==> src/rtl/regfile_write_scheduler_pkg.sv <==
`default_nettype none
// +----------------------------------------------------------------------+
// | Module  : regfile_write_scheduler_pkg                                |
// | Brief   : Shared sizing constants and write-port select encoding.    |
// | Revision: 1.0                                                        |
// +----------------------------------------------------------------------+
package regfile_write_scheduler_pkg;

  localparam int c_WORD_SIZE = 16;
  localparam int c_NUM_REGS  = 4;
  localparam int c_REG_AW    = 2;
  localparam int c_BUF_DEPTH = 2;

  // Which source owns the register-file write port in a given cycle
  typedef enum logic [1:0] {
    SEL_NONE   = 2'd0,
    SEL_WB     = 2'd1,
    SEL_FIFO   = 2'd2,
    SEL_BYPASS = 2'd3
  } wsel_t;

endpackage
`default_nettype wire

==> src/rtl/regfile_write_scheduler_fifo.sv <==
`default_nettype none
// +----------------------------------------------------------------------+
// | Module  : rf_write_fifo                                              |
// | Brief   : Small FIFO of deferred long-latency register writes.       |
// | Revision: 1.0                                                        |
// +----------------------------------------------------------------------+
module rf_write_fifo
  import regfile_write_scheduler_pkg::*;
#(
  parameter int REG_AW    = c_REG_AW,
  parameter int WORD_SIZE = c_WORD_SIZE,
  parameter int BUF_DEPTH = c_BUF_DEPTH
) (
  input  logic                 clk,
  input  logic                 reset_n,
  input  logic                 push,
  input  logic [REG_AW-1:0]    pushReg,
  input  logic [WORD_SIZE-1:0] pushData,
  input  logic                 pop,
  output logic [REG_AW-1:0]    headReg,
  output logic [WORD_SIZE-1:0] headData,
  output logic                 full,
  output logic                 almostFull,
  output logic                 empty
);

  localparam int c_PTR_W = $clog2(BUF_DEPTH);
  localparam int c_CNT_W = $clog2(BUF_DEPTH + 1);

  logic [REG_AW+WORD_SIZE-1:0] r_mem [BUF_DEPTH];
  logic [c_PTR_W-1:0]          r_wrPtr;
  logic [c_PTR_W-1:0]          r_rdPtr;
  logic [c_CNT_W-1:0]          r_count;

  // Power-of-two depth lets the pointers wrap naturally
  always_ff @(posedge clk or negedge reset_n) begin
    if (!reset_n) begin
      r_wrPtr <= '0;
      r_rdPtr <= '0;
      r_count <= '0;
    end else begin
      if (push) r_wrPtr <= r_wrPtr + c_PTR_W'(1);
      if (pop)  r_rdPtr <= r_rdPtr + c_PTR_W'(1);
      r_count <= r_count + c_CNT_W'(push) - c_CNT_W'(pop);
    end
  end

  always_ff @(posedge clk) begin
    if (push) r_mem[r_wrPtr] <= {pushReg, pushData};
  end

  assign {headReg, headData} = r_mem[r_rdPtr];
  assign full                = (r_count == c_CNT_W'(BUF_DEPTH));
  assign almostFull          = (r_count == c_CNT_W'(BUF_DEPTH - 1));
  assign empty               = (r_count == '0);

endmodule
`default_nettype wire

==> src/rtl/regfile_write_scheduler.sv <==
`default_nettype none
// +----------------------------------------------------------------------+
// | Module  : regfile_write_scheduler                                    |
// | Brief   : Register-file write-port arbiter (WB vs LU) + scoreboard.   |
// | Revision: 1.0                                                        |
// +----------------------------------------------------------------------+
module regfile_write_scheduler
  import regfile_write_scheduler_pkg::*;
#(
  parameter int WORD_SIZE = c_WORD_SIZE,
  parameter int NUM_REGS  = c_NUM_REGS,
  parameter int REG_AW    = c_REG_AW,
  parameter int BUF_DEPTH = c_BUF_DEPTH
) (
  input  logic                 clk,
  input  logic                 reset_n,
  input  logic                 wb_valid,
  input  logic [REG_AW-1:0]    wb_reg,
  input  logic [WORD_SIZE-1:0] wb_data,
  input  logic                 lu_valid,
  output logic                 lu_ready,
  input  logic [REG_AW-1:0]    lu_reg,
  input  logic [WORD_SIZE-1:0] lu_data,
  input  logic                 issue_valid,
  input  logic [REG_AW-1:0]    issue_dst,
  input  logic [REG_AW-1:0]    rd1,
  input  logic [REG_AW-1:0]    rd2,
  output logic                 stall,
  output logic [NUM_REGS-1:0]  pending,
  output logic                 rf_write,
  output logic [REG_AW-1:0]    rf_write_reg,
  output logic [WORD_SIZE-1:0] rf_write_data
);

  logic                 r_rfWrite;
  logic [REG_AW-1:0]    r_rfWriteReg;
  logic [WORD_SIZE-1:0] r_rfWriteData;
  logic [NUM_REGS-1:0]  r_pending;
  logic                 r_luReady;

  wsel_t                w_sel;
  logic [REG_AW-1:0]    w_wrReg;
  logic [WORD_SIZE-1:0] w_wrData;
  logic                 w_luAccept;
  logic                 w_push;
  logic                 w_pop;
  logic                 w_nextFull;
  logic [REG_AW-1:0]    w_headReg;
  logic [WORD_SIZE-1:0] w_headData;
  logic                 w_fifoFull;
  logic                 w_fifoAlmostFull;
  logic                 w_fifoEmpty;
  logic [NUM_REGS-1:0]  w_setMask;
  logic [NUM_REGS-1:0]  w_clearMask;
  logic [NUM_REGS-1:0]  w_pendingNext;

  assign w_luAccept = lu_valid & r_luReady;

  // Fixed priority: WB, then buffered LU (oldest first), then LU bypass
  always_comb begin
    w_sel    = SEL_NONE;
    w_wrReg  = wb_reg;
    w_wrData = wb_data;
    if (wb_valid) begin
      w_sel = SEL_WB;
    end else if (!w_fifoEmpty) begin
      w_sel    = SEL_FIFO;
      w_wrReg  = w_headReg;
      w_wrData = w_headData;
    end else if (w_luAccept) begin
      w_sel    = SEL_BYPASS;
      w_wrReg  = lu_reg;
      w_wrData = lu_data;
    end
  end

  assign w_pop  = (w_sel == SEL_FIFO);
  assign w_push = w_luAccept & (w_sel != SEL_BYPASS);

  // Occupancy after this edge; push without pop can only move almost-full to full
  assign w_nextFull = (w_push & !w_pop) ? (w_fifoAlmostFull | w_fifoFull) :
                      (w_pop & !w_push) ? 1'b0 : w_fifoFull;

  rf_write_fifo #(
    .REG_AW    (REG_AW),
    .WORD_SIZE (WORD_SIZE),
    .BUF_DEPTH (BUF_DEPTH)
  ) u_fifo (
    .clk        (clk),
    .reset_n    (reset_n),
    .push       (w_push),
    .pushReg    (lu_reg),
    .pushData   (lu_data),
    .pop        (w_pop),
    .headReg    (w_headReg),
    .headData   (w_headData),
    .full       (w_fifoFull),
    .almostFull (w_fifoAlmostFull),
    .empty      (w_fifoEmpty)
  );

  assign stall = r_pending[rd1] | r_pending[rd2] | (issue_valid & r_pending[issue_dst]);

  // Only LU writes retire a pending bit; a new issue to the same register wins
  assign w_clearMask   = (w_pop || w_sel == SEL_BYPASS) ? (NUM_REGS'(1) << w_wrReg) : '0;
  assign w_setMask     = (issue_valid && !stall) ? (NUM_REGS'(1) << issue_dst) : '0;
  assign w_pendingNext = (r_pending & ~w_clearMask) | w_setMask;

  always_ff @(posedge clk or negedge reset_n) begin
    if (!reset_n) begin
      r_rfWrite     <= 1'b0;
      r_rfWriteReg  <= '0;
      r_rfWriteData <= '0;
      r_pending     <= '0;
      r_luReady     <= 1'b0;
    end else begin
      r_rfWrite <= (w_sel != SEL_NONE);
      if (w_sel != SEL_NONE) begin
        r_rfWriteReg  <= w_wrReg;
        r_rfWriteData <= w_wrData;
      end
      r_pending <= w_pendingNext;
      r_luReady <= !w_nextFull;
    end
  end

  assign lu_ready      = r_luReady;
  assign pending       = r_pending;
  assign rf_write      = r_rfWrite;
  assign rf_write_reg  = r_rfWriteReg;
  assign rf_write_data = r_rfWriteData;

endmodule
`default_nettype wire
==> config.mk <==
export PLATFORM = sky130hd
export DESIGN_NAME = regfile_write_scheduler
export DESIGN_NICKNAME = d
export VERILOG_FILES = /design/src/rtl/regfile_write_scheduler_pkg.sv /design/src/rtl/regfile_write_scheduler_fifo.sv /design/src/rtl/regfile_write_scheduler.sv
export SDC_FILE = /design/constraint.sdc
export NUM_CORES = 1
export LEC_CHECK = 0
export ABC_AREA = 1
export ABC_CLOCK_PERIOD_IN_PS = 2900
export CAP_MARGIN = 0
export CORE_UTILIZATION = 42
export DETAILED_ROUTE_END_ITERATION = 12
export DONT_BUFFER_PORTS = 1
export GPL_TIMING_DRIVEN = 0
export SLEW_MARGIN = 5
export SYNTH_ARGS = -nofsm -noshare
export SYNTH_HDL_FRONTEND = slang
export SYNTH_SLANG_ARGS = --single-unit
==> constraint.sdc <==
create_clock -name clk -period 2.9 [get_ports clk]
set_input_delay 0.725 -clock clk [delete_from_list [all_inputs] [get_ports clk]]
set_output_delay 0.725 -clock clk [all_outputs]
set_load 0.005 [all_outputs]
# After elaboration in Yosys (flattened, before gate mapping)
# Memory sizes are Yosys's and may differ from the RTL's.
# Index checks and enable logic that the tools add are counted.
# W data, S select, Z words.
[totals] register_bits=28 mem_bits_rw=36 input_bits=47 out_inout_bits=25 mem_count=1
[mem_list] memory="u_fifo.r_mem" depth=2 word_bits=18 read_ports=1 rd_clocked_by_memory_dff=0 write_ports=1 line_no="regfile_write_scheduler_fifo.sv:30" source="logic [REG_AW+WORD_SIZE-1:0] r_mem [BUF_DEPTH];"
[classes] n_addsub=4 order_cmp=3 n_eq_ne=5 shift=2 muxes=21 n_bitwise=11 reduce_logical=8
[ops] operator="$mux W16" count=3
[ops] operator="$mux W2" count=6
[ops] operator="$lt A2 B3 Y1 const B" count=3
[ops] operator="$mux W4" count=2
[ops] operator="$shl A1 B2 Y4 const A" count=2
[ops] operator="$mux W1" count=7
[ops] operator="$bmux W1 S2" count=3
[ops] operator="$eq A2 B2 Y1 const B" count=3
[ops] operator="$and A1 B1 Y1" count=5
[ops] operator="$and A4 B4 Y4" count=1
[ops] operator="$logic_not A1 Y1" count=4
[ops] operator="$not A4 Y4" count=1
[ops] operator="$or A4 B4 Y4" count=1
[ops] operator="$or A1 B1 Y1" count=3
[ops] operator="$add A1 B1 Y1 const B" count=2
[ops] operator="$add A2 B1 Y2" count=1
[ops] operator="$eq A2 B1 Y1 const B" count=1
[ops] operator="$logic_not A2 Y1" count=1
[ops] operator="$ne A2 B2 Y1 const B" count=1
[ops] operator="$reduce_bool A2 Y1" count=1
[ops] operator="$sub A2 B1 Y2" count=1
[ops] operator="$logic_and A1 B1 Y1" count=1
[ops] operator="$logic_or A1 B1 Y1" count=1

# Depth between registers and ports, before layout
[logic_depth] depth_word=11 mapped_depth=11

# Modules after synthesis
# A second synthesis with hierarchy kept.
[unflattened] cells_unflattened=330 area_unflattened_um2=3138.0
[modules_own_cells] mod="rf_write_fifo" instances=1 cells_each=120 area_per_inst_um2=1625.3 seq_area_each_um2=1181.1
[modules_own_cells] mod="regfile_write_scheduler" instances=1 cells_each=210 area_per_inst_um2=1512.7 seq_area_each_um2=600.6

# Worst setup path before layout
# Ideal clock, no wire load.
[synth_timing] path_type="in2reg" startpoint="input port lu_valid" endpoint="memory u_fifo.r_mem[1][0] (netlist bit), enable pin" arrival_time_ps=1800 path_slack_ps=708 path_stages=4 path_buffers=0 cell_sequence="nand2_2 > inv_1 > o21ai_2 > nor2_1"
[synth_between] elab_chain_len=8
[synth_rtl] element="start, declared" line_no="regfile_write_scheduler.sv:20" source="input logic lu_valid,"
[synth_rtl] element="$and A1 B1 Y1 *" line_no="regfile_write_scheduler.sv:57" source="assign w_luAccept = lu_valid & r_luReady;"
[synth_rtl] element="$mux W2" line_no="regfile_write_scheduler.sv:70" source="end else if (w_luAccept) begin"
[synth_rtl] element="$mux W2" line_no="regfile_write_scheduler.sv:66" source="end else if (!w_fifoEmpty) begin"
[synth_rtl] element="$mux W2" line_no="regfile_write_scheduler.sv:64" source="if (wb_valid) begin"
[synth_rtl] element="$ne A2 B2 Y1" line_no="regfile_write_scheduler.sv:78" source="assign w_push = w_luAccept & (w_sel != SEL_BYPASS);"
[synth_rtl] element="$and A1 B1 Y1 *" line_no="regfile_write_scheduler.sv:78"
[synth_rtl] element="$mux W1 *" line_no="regfile_write_scheduler_fifo.sv:49" source="if (push) r_mem[r_wrPtr] <= {pushReg, pushData};"
[synth_rtl] element="$mux W1 (implied by the code) *" line_no="regfile_write_scheduler_fifo.sv:49"
[synth_rtl] element="end, declared" line_no="regfile_write_scheduler_fifo.sv:30"
# Every way passes the cells marked *; elsewhere a longest branch is shown, timed or not.

# Final worst setup path
[layout_timing] startpoint="register r_pending[3], in the netlist pending[3]" endpoint="output port stall"
[layout_between] elab_chain_len=4 word_cells_on_any_way=9
[layout_rtl] element="start, declared" line_no="regfile_write_scheduler.sv:38" source="logic [NUM_REGS-1:0] r_pending;"
[layout_rtl] element="start signal, assigned" line_no="regfile_write_scheduler.sv:122" source="r_pending <= w_pendingNext;"
[layout_rtl] element="$bmux W1 S2" line_no="regfile_write_scheduler.sv:102" source="assign stall = r_pending[rd1] | r_pending[rd2] | (issue_valid & r_pending[issue_dst]);"
[layout_rtl] element="$mux W1 (implied by the code)" line_no="regfile_write_scheduler.sv:102"
[layout_rtl] element="$or A1 B1 Y1 / $and A1 B1 Y1 (equally long branches)" line_no="regfile_write_scheduler.sv:102"
[layout_rtl] element="$or A1 B1 Y1 *" line_no="regfile_write_scheduler.sv:102"
[layout_rtl] element="end, declared" line_no="regfile_write_scheduler.sv:28" source="output logic stall,"
# Every way passes the cells marked *; elsewhere a longest branch is shown, timed or not. The select of a mux whose other input is x is not followed.

==> run summary <==
CP cell instances - inv_1, nand2_1, nand3_1, nand2_1, nor2_1, nand2_1
Max FFs per register - 36
Slowest-stage cell, CP - dfrtp_1
Final WL - 6630 um
Drt first pass iters - 4
Gr ovfl total - 0
Clock tree buffer depth - 2
Crit. End Element - output port
Initial antenna violation count - 0
FP Rows - 30
Fin crit period - 2.15 ns
WP data arrival - 1.42 ns
Setup_tns - 0 ns
Post-Synth XOR/XNOR Area - 0.0118
Net Sw Frac - 0.362
Post-route cell area - 3330 sq um
Largest family of logic cells by synthesized area - simple AND/OR/NAND/NOR gates
Mapped Nets - 362
Placeable Area - 6830 sq um
Synth Warn # - 0
Max Clock Freq - 466 MHz
Status - complete, no violations
CTS buffer count - 9
Reg with most FFs - u_fifo.r_mem
CP top delay family - simple AND/OR/NAND/NOR gates
Clk pin slew, worst setup/hold paths - 0.07 ns
Unique masters post-synth - 30
Hold crit path type - in -> async
Final ANT Viol Nets - 0
Starting Density - 0.435
Gate Count Post-Synth - 312
Pin count of the biggest net entering global routing - 29
Synth top area cells - edfxtp_1 (36%), dfrtp_1 (24%), nand2_1 (9.3%)
Sequential power share - 0.430
Post-CTS Setup Bufs - 0
Wirelength per Cell - 15.6 um
Crit path top cell by count - nand2_1
Clock power share - 0.247
Clock sink count - 64
Detailed-route DRC error count - 0
Number of I/O pins - 72
DP HPWL - 4800 um
Synth Area in Simple Gates - 0.184
Commonest non-fill, non-tap cells in the layout - nand2_1 (74), nor2_1 (37), edfxtp_1 (36)
All-layer global routing usage - 0.188
Buf/Inv on CP - 1
Area post-placement - 3120 sq um
Port Buffers - 0
PwrDens - 993 nW/um^2
VDD IR-drop max - 0.326 mV
Post-CTS sizing - 0
Cell Area, Synth - 2970 sq um
Register bit total from synthesis - 64
Yosys top cell area share - 0.364
Crit Path Class - reg -> out
Die width - 86.1 um
Actual slew at the worst max-slew pin - 0.501 ns
RSZ-0062 raised after global routing - no
Clk_lat worst skew - 0.34 ns
Hold_buf cts - 0
Mean number of vias per cell - 5.03
Worst setup SP type - flop
Hold Fails Final Rpt - 0
Synth Area in Adders - 0.0126
Max-Slew Margin vs Limit - 0.665
CP peak stage delay - 0.43 ns
First-pass GRT wire length - 10,300 um
Die footprint - 7420 sq um
Cell accounting for the most synthesized area - edfxtp_1
Final Util - 0.488
Combinational Power Share - 0.322
Max cap viols - 0
N_diodes - 0
Commonest non-fill, non-tap cell in the layout - nand2_1
Number of DRC markers in iteration 0 - 111
H-tree depth - 3
Die Span Y - 86.1 um
Worst EP required - 2.17 ns
GPL Wtd Cong - 0.767
Internal Power - 2.11 mW
Max FO, Critical Path - 5
Max Slew Vio Count - 0
Total net switching power - 1.20 mW
Synthesis-to-layout area growth - 12.1%
Avg Synthesized Cell Area - 9.52 sq um
Synth Area in Compound Gates - 0.122
Clock Tree Root - clkbuf_8
Leak - 1.40 nW
CTS tree - built
Post-synthesis mux area share - 0
Final setup viols - 0
Vias in the first global route - 2,035
Post-synthesis sequential area ratio - 0.600
Final #Nets - 375
DR vias - 2,139
Clk_skew - 0.00853 ns
Fraction of layout cells with a size suffix above 1 - 0.119
Final Cycle Share - 0.740
synth_stat cells (all sizes together):
| library cell | instances |
|---|---|
| xnor2 | 1 |
| o221ai | 1 |
| xor2 | 3 |
| nand2 | 76 |
| dfrtp | 28 |
| a21oi | 16 |
| inv | 29 |
| o21ai | 44 |
| nor2 | 41 |
| o211ai | 3 |
| edfxtp | 36 |
| clkbuf | 2 |
| or2 | 1 |
| nand3 | 9 |
| nand4 | 4 |
| o22ai | 2 |
| o21bai | 1 |
| buf | 11 |
| ha | 3 |
| nand3b | 1 |
cells by family (layout without fill, tap and decap cells):
| group | after synthesis | count (layout) |
|---|---|---|
| fa+ha+maj | 3 | 3 |
| xor+xnor | 4 | 4 |
| buf+inv | 42 | 59 |
| simple gates | 132 | 132 |
| compound gates | 67 | 67 |
| flops | 64 | 64 |
cell type report:
| type | instances | area (sq um) |
|---|---|---|
| clock inverters | 6 | 85.1 |
| flip-flops and latches | 64 | 1780 |
| repair buffers | 2 | 26.3 |
| multi-input cells | 206 | 987 |
| inverters | 29 | 119 |
| plain buffers | 13 | 88.8 |
| fillers | 670 | 3500 |
| well taps | 96 | 120 |
| clock buffers | 9 | 124 |
through the flow:
stage	cells	setup slack, ns	hold WS, ns	power (mW)
6_report	425	0.753	0.0733	3.31
5_1_grt	425	0.601	0.0569	3.54
4_1_cts	425	0.733	0.0591	3.34
3_5_place_dp	410	0.844	0.430	2.52
3_3_place_gp	408	0.161	0.430	2.46
2_1_floorplan	312	0.708	0.429	2.19
worst reg2reg max path: stages, from the launching register on:
cell	delay, ns
dfrtp_1	0.39
inv_1	0.06
ha_1	0.18
buf_6	0.15
inv_8	0.08
o21ai_2	0.09
nor2_2	0.41
buf_6	0.23
power by group through the flow:
stage               Combinational [mW]  Sequential (mW)  Clock [mW]
finish                            1.07             1.42       0.818
global placement                  1.02             1.44           0
detailed placement                1.07             1.44           0
CTS                               1.08             1.43       0.837
global route                      1.21             1.46       0.869
floorplan                        0.793             1.40           0
final timing paths:
kind                                   startpoint                 end  slack [ns]  depth (start not counted)
worst min register to register   rf_write_data[7]    rf_write_data[7]        0.51                          2
max in group asynchronous                 reset_n    rf_write_data[3]        2.75                          0
worst max-delay path                   pending[3]               stall        0.75                          6
min in group clk                       lu_data[8]  u_fifo.r_mem[0][8]        0.48                          0
worst min-delay path                      reset_n   u_fifo.r_count[0]        0.07                          0
worst max register to register  u_fifo.r_count[1]  u_fifo.r_mem[1][5]        1.01                          7
layer usage:
metal	vias to the layer above	track usage	wire length [um]
met3	5	0.0577	499
met4	0	0.0864	76
li1	1058	-	-
met5	-	0	0
met1	1003	0.252	3080
met2	73	0.278	2970
Power figures use the tool's default switching activity.
